$ cat config.mk
export PLATFORM = sky130hd
export DESIGN_NAME = bitwise_op_fifo
export DESIGN_NICKNAME = d
export VERILOG_FILES = /design/src/rtl/bitwise_op_fifo_pkg.sv /design/src/rtl/bitwise_op_fifo_sync_fifo.sv /design/src/rtl/bitwise_op_fifo.sv
export SDC_FILE = /design/constraint.sdc
export NUM_CORES = 1
export LEC_CHECK = 0
export ABC_CLOCK_PERIOD_IN_PS = 3200
export CAP_MARGIN = 30
export CELL_PAD_IN_SITES_DETAIL_PLACEMENT = 1
export CELL_PAD_IN_SITES_GLOBAL_PLACEMENT = 2
export CORE_UTILIZATION = 45
export CTS_BUF_LIST = sky130_fd_sc_hd__clkbuf_8 sky130_fd_sc_hd__clkbuf_16
export CTS_CLUSTER_DIAMETER = 100
export DETAILED_ROUTE_END_ITERATION = 10
export PLACE_DENSITY = 0.82
export SETUP_SLACK_MARGIN = 0.1
export SYNTH_ARGS = -nofsm -noshare
export SYNTH_HDL_FRONTEND = slang
export SYNTH_SLANG_ARGS = --single-unit
$ cat constraint.sdc
create_clock -name clk -period 3.2 [get_ports clk]
set_input_delay 0.64 -clock clk [delete_from_list [all_inputs] [get_ports clk]]
set_output_delay 0.64 -clock clk [all_outputs]
set_load 0.005 [all_outputs]
$ cat src/rtl/bitwise_op_fifo_pkg.sv
// -----------------------------------------------------------------------------
// bitwise_op_fifo_pkg
//   Shared definitions for the bitwise-op FIFO block: the 2-bit op encoding
//   used on the op / c_op ports. Imported by the RTL and by the testbench.
// -----------------------------------------------------------------------------
package bitwise_op_fifo_pkg;

    localparam logic [1:0] OP_AND  = 2'b00;
    localparam logic [1:0] OP_OR   = 2'b01;
    localparam logic [1:0] OP_XOR  = 2'b10;
    localparam logic [1:0] OP_NAND = 2'b11;

endpackage : bitwise_op_fifo_pkg

$ cat src/rtl/bitwise_op_fifo_sync_fifo.sv
// -----------------------------------------------------------------------------
// sync_fifo
//   Generic single-clock FIFO with occupancy count. Pushes when full and pops
//   when empty are ignored, so the caller may drive raw requests.
//
// Ports
//   clk      in   1     clock, all state on posedge
//   rst_n    in   1     synchronous active-low reset (pointers/count only)
//   i_push   in   1     write i_wdata at the tail
//   i_pop    in   1     drop the head entry
//   i_wdata  in   DW    data to write
//   o_rdata  out  DW    entry at the head (raw storage, meaningful when !o_empty)
//   o_count  out  CW    entries stored
//   o_full   out  1     o_count == DEPTH
//   o_empty  out  1     o_count == 0
// -----------------------------------------------------------------------------
module sync_fifo #(
    parameter  int DW    = 10,
    parameter  int DEPTH = 16,
    localparam int CW    = $clog2(DEPTH + 1)
) (
    input  logic          clk,
    input  logic          rst_n,
    input  logic          i_push,
    input  logic          i_pop,
    input  logic [DW-1:0] i_wdata,
    output logic [DW-1:0] o_rdata,
    output logic [CW-1:0] o_count,
    output logic          o_full,
    output logic          o_empty
);

    localparam int              PW       = (DEPTH > 1) ? $clog2(DEPTH) : 1;
    localparam logic [CW-1:0]   DEPTH_C  = CW'(DEPTH);
    localparam logic [PW-1:0]   LAST_PTR = PW'(DEPTH - 1);

    logic [DW-1:0] r_mem [DEPTH];
    logic [PW-1:0] r_wr_ptr;
    logic [PW-1:0] r_rd_ptr;
    logic [CW-1:0] r_count;
    logic          w_push;
    logic          w_pop;

    assign o_full  = (r_count == DEPTH_C);
    assign o_empty = (r_count == {CW{1'b0}});
    assign w_push  = i_push & ~o_full;
    assign w_pop   = i_pop  & ~o_empty;
    assign o_count = r_count;
    assign o_rdata = r_mem[r_rd_ptr];

    // Storage write; the array is deliberately not reset.
    always_ff @(posedge clk) begin
        if (w_push) begin
            r_mem[r_wr_ptr] <= i_wdata;
        end
    end

    // Pointers wrap at DEPTH-1 by compare so non-power-of-two depths work.
    always_ff @(posedge clk) begin
        if (!rst_n) begin
            r_wr_ptr <= {PW{1'b0}};
            r_rd_ptr <= {PW{1'b0}};
        end else begin
            if (w_push) begin
                r_wr_ptr <= (r_wr_ptr == LAST_PTR) ? {PW{1'b0}} : r_wr_ptr + 1'b1;
            end
            if (w_pop) begin
                r_rd_ptr <= (r_rd_ptr == LAST_PTR) ? {PW{1'b0}} : r_rd_ptr + 1'b1;
            end
        end
    end

    // Occupancy: holds when push and pop coincide.
    always_ff @(posedge clk) begin
        if (!rst_n) begin
            r_count <= {CW{1'b0}};
        end else begin
            case ({w_push, w_pop})
                2'b10:   r_count <= r_count + 1'b1;
                2'b01:   r_count <= r_count - 1'b1;
                default: r_count <= r_count;
            endcase
        end
    end

endmodule : sync_fifo

$ cat src/rtl/bitwise_op_fifo.sv
// -----------------------------------------------------------------------------
// bitwise_op_fifo
//   Computes op(a,b) per bit (AND/OR/XOR/NAND) on each accepted input beat and
//   queues {op, result} in a DEPTH-entry FIFO drained by a valid/ready consumer.
//
// Ports
//   clk        in   1      clock, all logic on posedge
//   rst_n      in   1      synchronous active-low reset
//   in_valid   in   1      operand beat present
//   in_ready   out  1      room for a beat (depends on registered count only)
//   a, b       in   WIDTH  operands
//   op         in   2      00 AND, 01 OR, 10 XOR, 11 NAND
//   out_valid  out  1      head holds a result
//   out_ready  in   1      consumer takes the head
//   c          out  WIDTH  result at head (0 when empty)
//   c_op       out  2      op that produced c (0 when empty)
//   count      out  CW     entries stored
// -----------------------------------------------------------------------------
module bitwise_op_fifo
    import bitwise_op_fifo_pkg::*;
#(
    parameter  int WIDTH = 8,
    parameter  int DEPTH = 16,
    localparam int CW    = $clog2(DEPTH + 1)
) (
    input  logic             clk,
    input  logic             rst_n,
    input  logic             in_valid,
    output logic             in_ready,
    input  logic [WIDTH-1:0] a,
    input  logic [WIDTH-1:0] b,
    input  logic [1:0]       op,
    output logic             out_valid,
    input  logic             out_ready,
    output logic [WIDTH-1:0] c,
    output logic [1:0]       c_op,
    output logic [CW-1:0]    count
);

    localparam int DW = WIDTH + 2;

    logic [WIDTH-1:0] w_result;
    logic [DW-1:0]    w_rdata;
    logic             w_full;
    logic             w_empty;
    logic             w_push;
    logic             w_pop;

    // Per-lane operation select; op is only captured when the beat is pushed.
    always_comb begin
        w_result = {WIDTH{1'b0}};
        case (op)
            OP_AND:  w_result = a & b;
            OP_OR:   w_result = a | b;
            OP_XOR:  w_result = a ^ b;
            OP_NAND: w_result = ~(a & b);
            default: w_result = a & b;
        endcase
    end

    assign in_ready  = ~w_full;
    assign out_valid = ~w_empty;
    assign w_push    = in_valid & in_ready;
    assign w_pop     = out_valid & out_ready;

    sync_fifo #(
        .DW    (DW),
        .DEPTH (DEPTH)
    ) u_fifo (
        .clk     (clk),
        .rst_n   (rst_n),
        .i_push  (w_push),
        .i_pop   (w_pop),
        .i_wdata ({op, w_result}),
        .o_rdata (w_rdata),
        .o_count (count),
        .o_full  (w_full),
        .o_empty (w_empty)
    );

    // Storage is never cleared, so mask the head to zero while empty.
    assign c    = w_empty ? {WIDTH{1'b0}} : w_rdata[WIDTH-1:0];
    assign c_op = w_empty ? 2'b00         : w_rdata[DW-1:WIDTH];

endmodule : bitwise_op_fifo

* Word-level counts from Yosys, hierarchy flattened
Memories as Yosys holds them, arrays and structs flattened. A register that Yosys moved wholly into a read port is not among the register bits.
Cells that the tools add are included.
** Cells by class
- Add/sub/neg operators :: 4
- Multiply operators :: 0
- Divide/modulo/power cells :: 0
- Magnitude comparators :: 0
- Equality and inequality tests :: 8
- Shift-type cells :: 0
- Muxes and demuxes :: 10
- Bitwise gates (word level) :: 10
- Reduce and logical (&&, ||, !) cells :: 3
** Operators by type and width (count)
- $pmux W8 S4 :: 1
- $mux W4 :: 4
- $pmux W5 S2 :: 1
- $add A4 B1 Y4 const B :: 2
- $and A8 B8 Y8 :: 1
- $eq A4 B4 Y1 const B :: 2
- $mux W8 :: 1
- $not A8 Y8 :: 1
- $or A8 B8 Y8 :: 1
- $xor A8 B8 Y8 :: 1
- $eq A2 B2 Y1 const B :: 3
- $add A5 B1 Y5 const B :: 1
- $eq A5 B5 Y1 const B :: 1
- $logic_not A5 Y1 :: 1
- $sub A5 B1 Y5 const B :: 1
- $and A1 B1 Y1 :: 4
- $eq A2 B1 Y1 const B :: 2
- $logic_not A2 Y1 :: 1
- $mux W1 :: 2
- $mux W2 :: 1
- $not A1 Y1 :: 2
- $reduce_bool A2 Y1 :: 1
** Word-level totals
- Bits in registers :: 13
- Bits in latches :: 0
- Memory bits (writable) :: 160
- ROM bits :: 0
- Bits of input ports :: 22
- Output and inout bits :: 17
- Word-level logic and storage cells :: 39
- Memories kept :: 1
** Memory list
- u_fifo.r_mem :: depth 16, width 10, read ports 1, clocked after memory_dff 1, wr ports 1, RTL line bitwise_op_fifo_sync_fifo.sv:37 : logic [DW-1:0] r_mem [DEPTH];

* Longest topological paths before layout
Gate-level depths: netlist (run 1).
- Depth after elaboration :: 6
- Gate-level depth with buffers :: 12
- Depth with buffers taken out :: 10

* Hierarchy
A second synthesis (run 1) with hierarchy kept.
** Second synthesis, totals
- Cells, all modules :: 412
- Area, all modules :: 7654.8 um^2
** By module, submodules not included
- sync_fifo :: times used 1, cells each 338, area each 7015.5 um^2, seq. area each 5144.9 um^2
- bitwise_op_fifo :: times used 1, cells each 74, area each 639.4 um^2, seq. area each 0.0 um^2

* Least setup slack after synthesis (run 1)
No wires, ideal clock.
- Path type :: register to register
- Start :: reg u_fifo.r_count[1], in the netlist u_fifo.o_count[1]
- End :: reg u_fifo.r_count[4], in the netlist u_fifo.o_count[4]
- Setup time :: 0.072 ns
- Data arrival time :: 2.593 ns
- Required time :: 3.128 ns
- Path slack :: 0.535 ns
- Stages on the path, launching flop included :: 13
- Buffers on the path :: 2
- Period minus slack after synthesis :: 2.665 ns
- Cell sequence :: dfxtp_1 > buf_6 > or4_4 > o21ai_4 > inv_1 > ha_1 > buf_2 > xor2_1 > ha_1 > nand2_1 > a31oi_1 > a221oi_1 > mux2i_1
** On the way
- Longest elaborated chain between the ends :: 6
- Elaborated cells on any way between the ends :: 14
- Classes of those cells :: add/sub: 2; eq/ne: 3; mux: 1; bitwise: 6; reduce/logical: 2
** RTL lines
- from (decl) :: RTL line bitwise_op_fifo_sync_fifo.sv:40 : logic [CW-1:0] r_count;
- from (signal assigned) :: RTL line bitwise_op_fifo_sync_fifo.sv:76 : r_count <= {CW{1'b0}};
- from (signal assigned) :: RTL line bitwise_op_fifo_sync_fifo.sv:79 : 2'b10: r_count <= r_count + 1'b1;
- from (signal assigned) :: RTL line bitwise_op_fifo_sync_fifo.sv:80 : 2'b01: r_count <= r_count - 1'b1;
- $logic_not A5 Y1 (*) :: RTL line bitwise_op_fifo_sync_fifo.sv:45 : assign o_empty = (r_count == {CW{1'b0}});
- $not A1 Y1 (*) :: RTL line bitwise_op_fifo_sync_fifo.sv:47, bitwise_op_fifo.sv:62
- $and A1 B1 Y1 :: RTL line bitwise_op_fifo.sv:64 : assign w_pop = out_valid & out_ready;
- $and A1 B1 Y1 (*) :: RTL line bitwise_op_fifo_sync_fifo.sv:47 : assign w_pop = i_pop & ~o_empty;
- net u_fifo.w_pop :: RTL line bitwise_op_fifo_sync_fifo.sv:42 : logic w_pop;
- $eq A2 B1 Y1 / $eq A2 B2 Y1 (equally long branches) :: RTL line bitwise_op_fifo_sync_fifo.sv:78 : case ({w_push, w_pop})
- $pmux W5 S2 / $reduce_bool A2 Y1 (equally long branches)
The timed path passes the listed nets; every way through them passes the cells marked *.
A chain may end at the register's enable or synchronous reset.

==> impl_metrics.json, run 1 <==
{
  "cts_hold_buf": 0,
  "finalSetupTns_ns": 0,
  "synth.most_common_cell": "edfxtp_1",
  "postSynthCellCount": 442,
  "tightestPinTransition_ns": 1.20,
  "grt_pass1_vias": 4477,
  "h-tree-depth": 4,
  "synth_seq_cells": 177,
  "gp_congestion": 0.762,
  "die_h_um": 133,
  "cts_buffers": 17,
  "io_buffers": 38,
  "fp.dieArea_um2": 17600,
  "wirelength_mm": 17.3,
  "drv_slew": 0,
  "arrival_ns": 2.42,
  "ant_nets": 0,
  "first_iter_violations": 227,
  "nFillCells": 1488,
  "syn_area_um2": 7680,
  "die_w_um": 133,
  "start_util_pct": 46.1,
  "grt_max_degree": 41,
  "synthTopCellsByArea": "edfxtp_1 63%, mux4_2 12%, dfxtp_1 4.4%",
  "synth_edf_count": 160,
  "hold_viol": 0,
  "drt-wirelength-per-cell_um": 23.2,
  "diodes": 0,
  "postSynthAreaPerCell_um2": 17.4,
  "layout-drive-gt1-share_pct": 27.8,
  "nNetsFinal": 560,
  "cellPowerDensity_nw_per_um2": 736,
  "track_usage_pct": 21.0,
  "cts.path.max_buffers": 2,
  "relSlewSlack_pct": 20.3,
  "dpl.hpwl_mm": 11.1,
  "outcome": "complete, no violations",
  "setup.worst_path.end_class": "output port",
  "syn2layout_area_growth_pct": 21.0,
  "clk_latency_ns": 0.43,
  "rsz0062_at_grt": "yes",
  "fin_area_um2": 9290,
  "yosysUniqueCellTypes": 50,
  "overflow": 0,
  "coreArea_um2": 16600,
  "setup_viol": 0,
  "cts_sinks": 177,
  "final_util_pct": 55.8,
  "synth_top_cell_area_share_pct": 62.6,
  "required_ns": 2.56,
  "antenna_found_initial": 0,
  "seq_area_frac_synth_pct": 67.0,
  "finalHoldWorstSlack_ns": 0.546,
  "rows": 47,
  "vias_per_cell": 5.60,
  "ir_drop_mv": 0.488,
  "post-route-min-period_ns": 3.06,
  "hp-class": "flop to flop",
  "synth_area_leader_cell": "edfxtp_1",
  "power_leakage_nw": 3.22,
  "synth_fp_nets": 488,
  "drv_cap": 0,
  "startpoint_type": "flop",
  "crit_fanout": 7,
  "num_io_pins": 39,
  "async_flop_share_pct": 0,
  "critPathKind": "flop to output port",
  "place_area_um2": 8490,
  "synth-main-ff-cell": "edfxtp_1",
  "cts-root-buf": "clkbuf_16",
  "post-place-ws_ns": 0.164,
  "skew_ns": 0.00715,
  "p_total_mw": 6.84,
  "yosys_warnings": 0,
  "place_inst": 706,
  "synth_common_cells": "160 x edfxtp_1, 40 x mux4_2, 25 x mux2i_1",
  "timing.fmax_mhz": 327,
  "tritoncts": "done",
  "final_cells": 746,
  "grt_pass1_wl_mm": 26.4,
  "via_count": 4176,
  "path_clk_slew_ns": 0.07,
  "drc": 0,
  "period_share_pct": 95.5,
  "fin_ws_ns": 0.143,
  "drtPass1Iterations": 4
}
## cell families after synthesis
group	synth area share (%)
muxes	16.2
xor gates and xnor gates	0.456
AOI/OAI and AO/OA	5.16
DFF	67.0
and+or+nand+nor	4.84
adders and majority gates	3.91
buffers and inverters	2.48
## metal layers
layer	share of wire, %	GRT usage, %	routed length [um]	up-vias
li1	-	-	-	1896
met1	44	26.9	7660	2183
met2	51	35.9	8910	78
met3	3.0	4.37	512	19
met4	1.2	6.96	214	0
met5	0	0	0	-
## where the power goes
group	switching, mW	internal (mW)
registers	0.111	2.65
clock network	0.890	1.24
logic	0.908	1.04
## final timing paths
check | to | startpoint | slack, ns | depth (start not counted)
worst max-delay path | c[0] | flop | 0.14 | 5
worst min-delay path | flop | u_fifo.r_rd_ptr[0] | 0.55 | 2
worst max register to register | u_fifo.o_count[4] | u_fifo.o_count[3] | 0.35 | 8
worst min register to register | flop | u_fifo.r_rd_ptr[0] | 0.55 | 2
## placed cells by master (no fill, tap or decap), types with 2 or more instances in the layout
master           Yosys  layout
a211oi_1             8       8
a21boi_0             2       2
a21oi_1              9       9
a31oi_1              2       2
and2_1               4       4
and3b_2              2       2
buf_12               0       3
buf_4                2      33
bufinv_16            0       3
clkbuf_16            0      17
clkdlybuf4s50_1      0      31
clkinv_4             0       5
dfxtp_1             17      13
dfxtp_2              0       3
dlygate4sd2_1        0       2
dlymetal6s2s_1       0       5
edfxtp_1           160     160
ha_1                24      23
inv_1               21      21
inv_6                0       4
mux2_2               8       8
mux2i_1             25      15
mux2i_2              0      10
mux4_2              40      40
nand2_1             16      15
nand2b_1             4       3
nand3_1              2       2
nor2_1              14      14
nor2b_1             15      15
nor3_1               6       6
o21a_1               2       2
o21ai_0              2       2
o221a_1              2       2
o22ai_1             10       9
xnor2_1              3       3
## cell type report
type	count	area, um^2	share of cell area, %
flip-flops and latches	177	5150	55.5
multi-input cells	220	2410	25.9
repair buffers	77	769	8.28
clock buffers	17	425	4.58
well taps	220	275	2.96
clock inverters	14	181	1.95
inverters	21	78.8	0.849
## flip-flops by register name, summed over array words and instances, names as in the netlist, named ones only
name and flops:
u_fifo.r_wr_ptr 4, u_fifo.o_count 5, u_fifo.r_mem 160, u_fifo.r_rd_ptr 4
## worst max-delay path: stages (launching register included)
cell	delay, ns
dfxtp_4	0.40
bufbuf_16	0.29
mux4_2	0.53
mux2i_2	0.21
o22ai_2	0.11
clkdlybuf4s50_1	0.45
## what timing repair did
| item | 4_1_cts | 5_1_grt |
|---|---|---|
| gates resized for setup | 15 | 14 |
| endpoints found under the setup margin | 10 | 9 |
| pin swaps | 0 | 1 |
| gates cloned | 2 | 0 |
| setup buffers | 2 | 2 |
No activity file was read; power rests on OpenSTA's default activity.
==> run 2: changes to the inputs <==
--- a/config.mk
+++ b/config.mk
@@ -9,6 +9,7 @@
 export CAP_MARGIN = 30
 export CELL_PAD_IN_SITES_DETAIL_PLACEMENT = 1
 export CELL_PAD_IN_SITES_GLOBAL_PLACEMENT = 2
+export CORE_MARGIN = 2
 export CORE_UTILIZATION = 45
 export CTS_BUF_LIST = sky130_fd_sc_hd__clkbuf_8 sky130_fd_sc_hd__clkbuf_16
 export CTS_CLUSTER_DIAMETER = 100
==> run 2 against run 1 <==
Effect of this change: clock power down 7%; critical path depth up 1; wire length up 1.9%; via count up 0.67%.
==> impl_metrics.json, run 2 (synthesis results as in run 1) <==
{
  "diodes": 0,
  "nNetsFinal": 561,
  "die_w_um": 135,
  "hold_viol": 0,
  "skew_ns": 0.0107,
  "first_iter_violations": 363,
  "hp-class": "flop to flop",
  "post-place-ws_ns": 0.222,
  "gp_congestion": 0.770,
  "power_leakage_nw": 3.21,
  "io_buffers": 38,
  "final_cell_mix": "160 x edfxtp_1, 40 x mux4_2, 33 x buf_4",
  "cts.path.max_buffers": 2,
  "h-tree-depth": 4,
  "final_common_cell": "edfxtp_1",
  "cpPeakStageDelay_ns": 0.51,
  "drv_cap": 0,
  "drt-wirelength-per-cell_um": 23.6,
  "period_share_pct": 96.6,
  "num_io_pins": 39,
  "largest_register_ffs": 160,
  "fin_ws_ns": 0.110,
  "grt_pass1_wl_mm": 27.5,
  "track_usage_pct": 20.9,
  "final_cells": 748,
  "setup.worst_path.end_class": "output port",
  "regArea_um2": 5150,
  "rows": 47,
  "critPathKind": "flop to output port",
  "grt_max_degree": 41,
  "p_total_mw": 6.73,
  "ir_drop_mv": 0.384,
  "cts-root-buf": "clkbuf_16",
  "slowest_stage": "mux4_2",
  "tightestPinTransition_ns": 0.651,
  "syn2layout_area_growth_pct": 20.9,
  "drc": 0,
  "path_clk_slew_ns": 0.07,
  "crit_chain": "buf_12 > buf_16 > mux4_2 > mux2i_2 > o22ai_1 > clkdlybuf4s50_1",
  "setup_viol": 0,
  "required_ns": 2.56,
  "via_count": 4204,
  "arrival_ns": 2.45,
  "nFillCells": 1524,
  "cellPowerDensity_nw_per_um2": 725,
  "layout-drive-gt1-share_pct": 27.3,
  "start_util_pct": 46.1,
  "timing.fmax_mhz": 324,
  "startpoint_type": "flop",
  "clk_latency_ns": 0.44,
  "fp.dieArea_um2": 18100,
  "coreArea_um2": 16600,
  "cts_sinks": 177,
  "final_util_pct": 55.8,
  "rsz0062_at_grt": "yes",
  "crit_fanout": 10,
  "dpl.hpwl_mm": 11.1,
  "finalSetupTns_ns": 0,
  "vias_per_cell": 5.62,
  "wirelength_mm": 17.6,
  "relSlewSlack_pct": 56.5,
  "overflow": 0,
  "tritoncts": "done",
  "ant_nets": 0,
  "place_inst": 711,
  "drtPass1Iterations": 4,
  "cts_buffers": 17,
  "grt_pass1_vias": 4608,
  "outcome": "complete, no violations",
  "multi_input_area_um2": 2410,
  "post-route-min-period_ns": 3.09,
  "antenna_found_initial": 0,
  "drv_slew": 0,
  "die_h_um": 135,
  "largest_register": "u_fifo.r_mem"
}
-- run 2: changes by cell type in the layout (fill, tap and decap cells not counted), sizes merged, moves of 2 or more --
| cell | previous run | this run |
|---|---|---|
| clkinvlp | 1 | 3 |
| inv | 25 | 32 |
| bufinv | 3 | 0 |
| clkinv | 6 | 1 |
-- run 2: worst max-delay path: cells and delay by family, from the launching register on --
| kind | cells | cell delay, ns |
|---|---|---|
| AOI/OAI and AO/OA | 1 | 0.13 |
| buffers and inverters | 3 | 0.75 |
| DFF | 1 | 0.42 |
| muxes | 2 | 0.71 |
-- run 2: stage by stage --
stage	instance area, um^2	hold slack (ns)
2_1_floorplan	7680	0.489
3_3_place_gp	8510	0.512
3_5_place_dp	8510	0.530
4_1_cts	9210	0.542
5_1_grt	9280	0.600
6_report	9280	0.550
-- run 2: final cells by class --
type / count / share of cell area [%]
Inverter: 21 / 0.849
Clock inverter: 15 / 1.44
Multi-Input combinational cell: 220 / 26.0
Sequential cell: 177 / 55.5
Clock buffer: 17 / 4.58
Tap cell: 220 / 2.97
Timing Repair Buffer: 78 / 8.71
-- run 2: worst paths after layout --
kind                                          end  slack [ns]                from  depth (start not counted)
worst max-delay path                         c[3]        0.11                flop                          6
worst min-delay path                         flop        0.55  u_fifo.r_rd_ptr[0]                          2
worst max register to register  u_fifo.o_count[4]        0.29   u_fifo.o_count[3]                          8
worst min register to register               flop        0.55  u_fifo.r_rd_ptr[0]                          2
-- run 2: metal layers --
layer / vias up / track usage, % / part of all wire (%)
li1: 1899 / - / -
met1: 2186 / 27.2 / 42
met2: 96 / 35.6 / 52
met3: 23 / 4.58 / 4.6
met4: 0 / 5.96 / 1.3
met5: - / 0 / 0
-- run 2: power by group --
part / internal, mW / switching (mW) / leakage, nW
Combinational: 1.07 / 0.914 / 1.36
Clock: 1.03 / 0.948 / 0.270
Sequential: 2.65 / 0.116 / 1.58
Total: 4.75 / 1.98 / 3.21
-- run 2: timing repair --
item,CTS,global route
gates resized for setup,14,13
setup buffers,2,0
pin swaps,0,0
hold buffers,0,0
gates cloned,2,1
endpoints found under the setup margin,9,8
==> variant, RTL diff (flow settings as in run 1) <==
`DEPTH` is set to 16 in 2 places; all go to 8.
--- a/src/rtl/bitwise_op_fifo_sync_fifo.sv
+++ b/src/rtl/bitwise_op_fifo_sync_fifo.sv
@@ -16,7 +16,7 @@
 // -----------------------------------------------------------------------------
 module sync_fifo #(
     parameter  int DW    = 10,
-    parameter  int DEPTH = 16,
+    parameter  int DEPTH = 8,
     localparam int CW    = $clog2(DEPTH + 1)
 ) (
     input  logic          clk,
--- a/src/rtl/bitwise_op_fifo.sv
+++ b/src/rtl/bitwise_op_fifo.sv
@@ -20,7 +20,7 @@
     import bitwise_op_fifo_pkg::*;
 #(
     parameter  int WIDTH = 8,
-    parameter  int DEPTH = 16,
+    parameter  int DEPTH = 8,
     localparam int CW    = $clog2(DEPTH + 1)
 ) (
     input  logic             clk,
Ports: changed (resized count); port bits go from 39 to 38. The function was not compared with the original's and may differ.
==> variant against run 1 <==
- design area decreased by 45%
- sequential cell count decreased by 84
- power decreased by 49%
- area after synthesis decreased by 44%
- setup slack improved by 0.21 ns
- routed wire length decreased by 51%
- utilization decreased by 0.86 points
- global-route usage decreased by 2.5 points
==> variant: results (changes against run 1) <==
Status
  • Status: finished clean

Worst setup path
  • Worst R2R Start: u_fifo.o_count[1]
  • Crit-path leading delay family: multiplexers
  • Worst endpoint data arrival time: 2.21 ns (-0.21 ns)
  • Reg-to-reg critical path endpoint: u_fifo.o_count[2]

Synth
  • Count of unique library cells instantiated by Yosys: 37 (-26%)
  • Number of flops mapped to enable cells by yosys: 80 (-50%)
  • Adder-cell share of the synthesized area: 6.35% (+2.4 points)
  • Synthesized area divided by synthesized cell count: 15.4 um2 (-11%)
  • Syn nets: 325 (-33%)
  • XOR/XNOR Fraction of Synth Area: 0.202% (-0.25 points)
  • Area fraction in compound gates after synthesis: 4.70% (-0.46 points)
  • Multiplexer share of the synthesized area: 15.7% (-0.49 points)
  • Sequential element share of the synthesized area: 61.4% (-5.6 points)

Routing
  • Detailed-route wire length: 8510 um (-51%)
  • Routed wire length on met3: 188 um (-63%)
  • Vias per Instance: 5.29 (-5.5%)
  • Met2 Routed Length: 4270 um (-52%)

GRT
  • Met3 Use GR: 2.58% (-1.8 points)
  • Met1 track demand over resource: 24.3% (-2.6 points)
  • Global-route wire length before repair: 13,500 um (-49%)

CTS
  • Number of buffers added for setup after CTS: 0 (-2)
  • Cell at the root of the clock tree: sky130_fd_sc_hd__clkbuf_8
  • Total clock buffers created by CTS: 9 (-8)
  • Insertion delay to the later sink of the worst-skew pair: 0.35 ns (-0.08 ns)
  • Clock input transition at the sequential cells of the worst setup and hold paths: 0.09 ns (+0.02 ns)

Placed design
  • Pre-CTS setup slack: 0.362 ns (+0.198 ns)
  • Placed insts: 448 (-37%)
  • Final estimated routing congestion in global placement: 0.716 (-5.9%)

Pwr
  • Switching power as a share of total power: 30.9% (+3.0 points)
  • Leakage: 1.78 nW (-45%)
  • IR Drop Worst-Case VDD: 0.000264 V (-46%)
  • Clock network power consumption: 0.720 mW (-66%)
  • Power consumed by sequential cells: 1.53 mW (-45%)

Finish
  • Max reg flops: 80 (-50%)
  • Layout net count: 374 (-33%)
  • Share of post-route cells with drive strength above 1: 19.4% (-8.4 points)

Min path
  • Beginning of the worst hold path: u_fifo.o_count[3]
variant: cell count changes after synthesis, sizes merged, moves of 9 or more:
cell,run 1,this run
nand2,16,7
mux2i,25,15
mux4,40,20
o22ai,10,0
edfxtp,160,80
clkbuf,15,6
variant: final cells by class:
type / instances / area [um2]
inverters: 18 / 67.6
clock inverters: 7 / 56.3
clock buffers: 9 / 124
fillers: 931 / 4180
repair buffers: 51 / 488
flip-flops and latches: 93 / 2660
multi-input cells: 157 / 1540
well taps: 129 / 161
variant: per-stage QoR:
stage | hold slack (ns) | instance area (um2) | total power, mW
6_report | 0.568 | 5100 | 3.51
5_1_grt | 0.595 | 5100 | 3.70
4_1_cts | 0.575 | 5100 | 3.56
3_5_place_dp | 0.553 | 4920 | 2.84
3_3_place_gp | 0.535 | 4920 | 2.80
2_1_floorplan | 0.502 | 4340 | 2.28
